==> src/rtl/cvp14_pkg.sv <==
// Shared definitions for the vector core: opcodes, lane geometry
// and the execute-stage state encoding.
package cvp14_pkg;

    localparam int LANE_W    = 16;
    localparam int NUM_LANES = 16;
    localparam int RES_W     = LANE_W * NUM_LANES;

    localparam logic [3:0] FT_VADD = 4'd0;
    localparam logic [3:0] FT_VDOT = 4'd1;
    localparam logic [3:0] FT_SMUL = 4'd2;
    localparam logic [3:0] FT_SST  = 4'd3;
    localparam logic [3:0] FT_VLD  = 4'd4;
    localparam logic [3:0] FT_VST  = 4'd5;
    localparam logic [3:0] FT_SLL  = 4'd6;
    localparam logic [3:0] FT_SLH  = 4'd7;
    localparam logic [3:0] FT_J    = 4'd8;
    localparam logic [3:0] FT_NOP  = 4'd15;

    typedef enum logic [1:0] {
        ST_IDLE = 2'd0,
        ST_RUN  = 2'd1,
        ST_DONE = 2'd2
    } state_e;

    function automatic logic is_vector(input logic [3:0] ft);
        return (ft == FT_VADD) || (ft == FT_VDOT);
    endfunction

endpackage

==> src/rtl/vector_exec_unit_lane_alu.sv <==
// One 16-bit lane datapath: wrapping add and low-half multiply.
module lane_alu
    import cvp14_pkg::*;
(
    input  logic [LANE_W-1:0] a,
    input  logic [LANE_W-1:0] b,
    output logic [LANE_W-1:0] sum,
    output logic [LANE_W-1:0] prod
);

    assign sum  = a + b;
    assign prod = a * b;

endmodule

==> src/rtl/vector_exec_unit.sv <==
// Execute stage: iterative VADD/VDOT over lane groups, single-cycle
// scalar/address ops, start/busy/done handshake.
module vector_exec_unit
    import cvp14_pkg::*;
#(
    parameter int LANES_PER_CYCLE = 4
) (
    input  logic             clk,
    input  logic             rst,
    input  logic             start,
    input  logic [3:0]       functype,
    input  logic [RES_W-1:0] op1,
    input  logic [RES_W-1:0] op2,
    output logic             busy,
    output logic             done,
    output logic [RES_W-1:0] result
);

    localparam int IDX_W    = $clog2(NUM_LANES);
    localparam int LANE_SH  = $clog2(LANE_W);
    localparam int LAST_IDX = NUM_LANES - LANES_PER_CYCLE;

    state_e             state_q, state_d;
    logic [3:0]         ft_q, ft_d;
    logic [RES_W-1:0]   op1_q, op1_d;
    logic [RES_W-1:0]   op2_q, op2_d;
    logic [IDX_W-1:0]   idx_q, idx_d;
    logic [LANE_W-1:0]  acc_q, acc_d;
    logic [RES_W-1:0]   result_q, result_d;

    logic [LANE_W-1:0]  op1_lane [NUM_LANES];
    logic [LANE_W-1:0]  op2_lane [NUM_LANES];
    logic [IDX_W-1:0]   grp_idx  [LANES_PER_CYCLE];
    logic [LANE_W-1:0]  alu_sum  [LANES_PER_CYCLE];
    logic [LANE_W-1:0]  alu_prod [LANES_PER_CYCLE];

    logic               accept;
    logic               last_grp;
    logic [LANE_W-1:0]  dot_sum;
    logic [LANE_W-1:0]  scalar_res;

    for (genvar l = 0; l < NUM_LANES; l++) begin : g_lane_view
        assign op1_lane[l] = op1_q[l*LANE_W +: LANE_W];
        assign op2_lane[l] = op2_q[l*LANE_W +: LANE_W];
    end

    for (genvar g = 0; g < LANES_PER_CYCLE; g++) begin : g_alu
        assign grp_idx[g] = idx_q + IDX_W'(g);
        lane_alu u_lane_alu (
            .a    (op1_lane[grp_idx[g]]),
            .b    (op2_lane[grp_idx[g]]),
            .sum  (alu_sum[g]),
            .prod (alu_prod[g])
        );
    end

    assign accept   = start && (state_q != ST_RUN);
    assign last_grp = (idx_q == IDX_W'(LAST_IDX));

    always_comb begin
        dot_sum = acc_q;
        for (int g = 0; g < LANES_PER_CYCLE; g++) begin
            dot_sum = dot_sum + alu_prod[g];
        end
    end

    // Scalar ops only run with idx at 0, so ALU slot 0 sees lane 0.
    always_comb begin
        scalar_res = '0;
        unique case (1'b1)
            (ft_q == FT_SMUL): scalar_res = alu_prod[0];
            (ft_q == FT_VLD) || (ft_q == FT_VST) || (ft_q == FT_J):
                scalar_res = alu_sum[0];
            (ft_q == FT_SLL): scalar_res = {op1_q[15:8], op2_q[7:0]};
            (ft_q == FT_SLH): scalar_res = {op2_q[7:0], op1_q[7:0]};
            default: scalar_res = '0;
        endcase
    end

    always_comb begin
        state_d  = state_q;
        ft_d     = ft_q;
        op1_d    = op1_q;
        op2_d    = op2_q;
        idx_d    = idx_q;
        acc_d    = acc_q;
        result_d = result_q;

        case (state_q)
            ST_RUN: begin
                if (is_vector(ft_q)) begin
                    if (ft_q == FT_VADD) begin
                        for (int g = 0; g < LANES_PER_CYCLE; g++) begin
                            result_d[{grp_idx[g], LANE_SH'(0)} +: LANE_W] =
                                alu_sum[g];
                        end
                    end else begin
                        acc_d = dot_sum;
                    end
                    idx_d = idx_q + IDX_W'(LANES_PER_CYCLE);
                    if (last_grp) begin
                        state_d = ST_DONE;
                        if (ft_q == FT_VDOT) begin
                            result_d = {{(RES_W-LANE_W){1'b0}}, dot_sum};
                        end
                    end
                end else begin
                    result_d = {{(RES_W-LANE_W){1'b0}}, scalar_res};
                    state_d  = ST_DONE;
                end
            end
            ST_DONE: state_d = ST_IDLE;
            default: state_d = ST_IDLE;
        endcase

        if (accept) begin
            state_d = ST_RUN;
            ft_d    = functype;
            op1_d   = op1;
            op2_d   = op2;
            idx_d   = '0;
            acc_d   = '0;
        end
    end

    always_ff @(posedge clk) begin
        if (rst) begin
            state_q  <= ST_IDLE;
            ft_q     <= FT_NOP;
            op1_q    <= '0;
            op2_q    <= '0;
            idx_q    <= '0;
            acc_q    <= '0;
            result_q <= '0;
        end else begin
            state_q  <= state_d;
            ft_q     <= ft_d;
            op1_q    <= op1_d;
            op2_q    <= op2_d;
            idx_q    <= idx_d;
            acc_q    <= acc_d;
            result_q <= result_d;
        end
    end

    assign busy   = (state_q == ST_RUN);
    assign done   = (state_q == ST_DONE);
    assign result = result_q;

endmodule

==> config.mk <==
export PLATFORM = sky130hd
export DESIGN_NAME = vector_exec_unit
export DESIGN_NICKNAME = d
export VERILOG_FILES = /design/src/rtl/cvp14_pkg.sv /design/src/rtl/vector_exec_unit_lane_alu.sv /design/src/rtl/vector_exec_unit.sv
export SDC_FILE = /design/constraint.sdc
export NUM_CORES = 2
export LEC_CHECK = 0
export ABC_AREA = 0
export CAP_MARGIN = 10
export CORE_MARGIN = 2
export CORE_UTILIZATION = 55
export DETAILED_ROUTE_END_ITERATION = 6
export MAX_ROUTING_LAYER = met4
export PLACE_DENSITY = 0.81
export SLEW_MARGIN = 30
export SYNTH_ARGS = -nofsm -noshare
export SYNTH_HDL_FRONTEND = slang
export SYNTH_SLANG_ARGS = --single-unit
==> constraint.sdc <==
create_clock -name clk -period 24.6 [get_ports clk]
set_input_delay 3.69 -clock clk [delete_from_list [all_inputs] [get_ports clk]]
set_output_delay 3.69 -clock clk [all_outputs]
set_load 0.005 [all_outputs]
==> metrics.cfg <==
[run_status]
status = completed

[floorplan]
die_y_um = 304.6
start_util_pct = 55.38
row_count = 110
dieArea_um2 = 92780
fp.dieW_um = 304.6
ioPinCount = 777
coreArea_um2 = 89740

[clock_tree]
h-tree-depth = 3
clkTransAtPathRegs_ns = 0.07
clkLatencyLatePin_ns = 0.67
cts_hold_buf = 0
post_cts_buffers = 0
cts_sinks = 792
cts_tree = yes
numCtsBuffers = 82
cts_root_buffer = clkbuf_16
cts_buffer_depth = 3
cts_resized = 0

[worst_setup_path]
end_kind = flop
cpPeakStageDelay_ns = 0.80
crit_fanout = 51
path_common_cell = xnor2_1
critPathSlowestCell = buf_4
start_kind = flop
reg2reg_setup_slack_ns = 13.90
crit_type = reg -> reg
worst_ep_arrival_time_ns = 11.21
cp.required_ns = 25.11

[synth]
synthCells = 5717
synth_cell_types = 62
yosys_warnings = 0
ys_async_sr_fraction_pct = 0
syn_area_per_cell_um2 = 8.693
synth-main-ff-cell = dfxtp_1
netlist_area_um2 = 49700
ys_seq_area_share_pct = 31.90
synth_edf_count = 0
synth_nets = 6891
ys_ff_latch = 792

[placed_design]
post-dp-hpwl_um = 130200
gp_congestion = 0.9863
port_buffers = 776
placedCellCount = 7338

[global_route]
grt_pass1_wl_um = 257100
grt_pass1_vias = 42550
grt_usage_pct = 37.11
grt_max_degree = 234
overflow = 0
grt_antenna_before_repair = 32

[cells_and_area]
areaGrowthSynthToFinish_pct = 22.41
drive_above_1_share_pct = 5.052
regArea_um2 = 15860
fillers = 7186
multiInputGateArea_um2 = 30310
fin_nets = 7421
stdcell_count = 7523
fin_util_pct = 67.79

[detailed_routing]
drc = 0
vias = 43520
vias_per_cell = 5.785
wl_per_cell_um = 22.61
routed_wl_um = 170100
drtIter0Drc = 5129
drtPass1Iterations = 6
ant_nets = 0

[run]
max_cap_violations = 0

[timing]
hold_violations = 0
period_share_pct = 43.49
setup_tns_ns = 0
finalSetupViolations = 0
clock_skew_ns = 0.03822
worstMarginPinSlew_ns = 1.146
finalCriticalPeriod_ns = 10.70
rsz0062_at_grt = false
fmax_mhz = 93.46
drv_slew = 0
relSlewSlack_pct = 23.25

[worst_hold_path]
hold_path.class = reg -> reg

[power_and_ir_drop]
p_leak_nw = 24.74
p_per_area_nw_per_um2 = 56.66
power_mw = 3.447
ir_drop_mv = 0.05168

[worst max-delay path: cells and delay by family (launching register included)]
kind	cells	cell delay, ns
compound gates	8	1.32
buf+inv	7	1.11
flops	1	0.77
mux	1	0.79
xor+xnor	11	2.02
fa+ha+maj	11	4.42
[area by class of cell]
class,instances,share of cell area (%)
antenna,33,0.1357
clock buffer,119,3.986
clock inverter,32,0.6581
inverter,584,3.603
multi-input combinational,3983,49.82
sequential,792,26.07
tap,1176,2.419
timing repair buffer,804,13.30
[layout by cell type (no fill, tap or decap), drive strengths merged, types with 10 or more instances in the layout]
cell / synthesis / routed
a211oi: 11 / 11
a21o: 16 / 16
a21oi: 585 / 585
a221o: 19 / 19
a221oi: 21 / 21
a22oi: 216 / 216
and2: 210 / 210
and3: 10 / 10
buf: 54 / 29
clkbuf: 304 / 119
clkdlybuf4s50: 0 / 775
clkinv: 0 / 19
dfxtp: 792 / 792
diode: 0 / 33
fa: 399 / 399
ha: 256 / 256
inv: 584 / 588
mux4: 128 / 128
nand2: 1392 / 1392
nand3: 19 / 19
nand3b: 14 / 14
nor2: 288 / 288
nor2b: 19 / 19
nor3: 26 / 26
o211ai: 11 / 11
o21ai: 52 / 52
o21bai: 16 / 16
xnor2: 159 / 159
xor2: 42 / 42
[routing by layer]
metal	wire (um)	GRT usage (%)	share of wire (%)	up-vias
met5	0	-	0	-
met4	7579	15.07	4.5	0
met3	16040	7.267	9.4	373
met2	79010	57.72	46	2218
met1	67490	47.69	40	21310
li1	-	-	-	19620
[worst paths after layout]
path	start	to	cells after the start
worst min register to register	op1_q[189]	op1_q[189]	2
worst max register to register	idx_q[3]	result[15]	38
worst min-delay path	op1_q[189]	op1_q[189]	2
worst max-delay path	idx_q[3]	result[15]	38
[flip-flops by register name (all words and copies together), names as in the netlist]
name	count
ft_q	4
op2_q	256
result	256
state_q	2
idx_q	2
op1_q	256
acc_q	16
[stage by stage]
step	instance area (um2)	setup slack (ns)	hold slack [ns]
floorplan	49700	15.15	0.4331
global placement	57790	14.18	0.4385
detailed placement	57860	14.06	0.4435
CTS	60680	14.02	0.4515
global route	60830	13.42	0.4664
finish	60840	13.90	0.4490
[logic make-up after synthesis]
family | after synthesis | share of synthesized area [%]
multiplexers | 129 | 5.821
flip-flops | 792 | 31.90
buffers and inverters | 942 | 7.392
XOR/XNOR | 202 | 3.588
adder cells (fa/ha/maj) | 655 | 22.52
AND/OR/NAND/NOR | 2005 | 16.75
AO/OA/AOI/OAI | 992 | 12.03
[synthesized netlist by cell type (128+ instances only)]
cell type,count,area (um2)
a21oi_1,585,2928
a22oi_1,216,1622
and2_1,210,1314
clkbuf_1,304,1141
dfxtp_1,792,15860
fa_1,399,7988
ha_1,256,3203
inv_1,583,2188
mux4_2,128,2883
nand2_1,1392,5225
nor2_1,288,1081
xnor2_1,159,1393
[power by group]
group | switching (mW) | total, mW | internal (mW)
clock | 0.550 | 1.30 | 0.746
sequential | 0.0384 | 1.38 | 1.34
combinational | 0.474 | 0.773 | 0.299
Note: power is estimated with default switching activity, not from simulation.
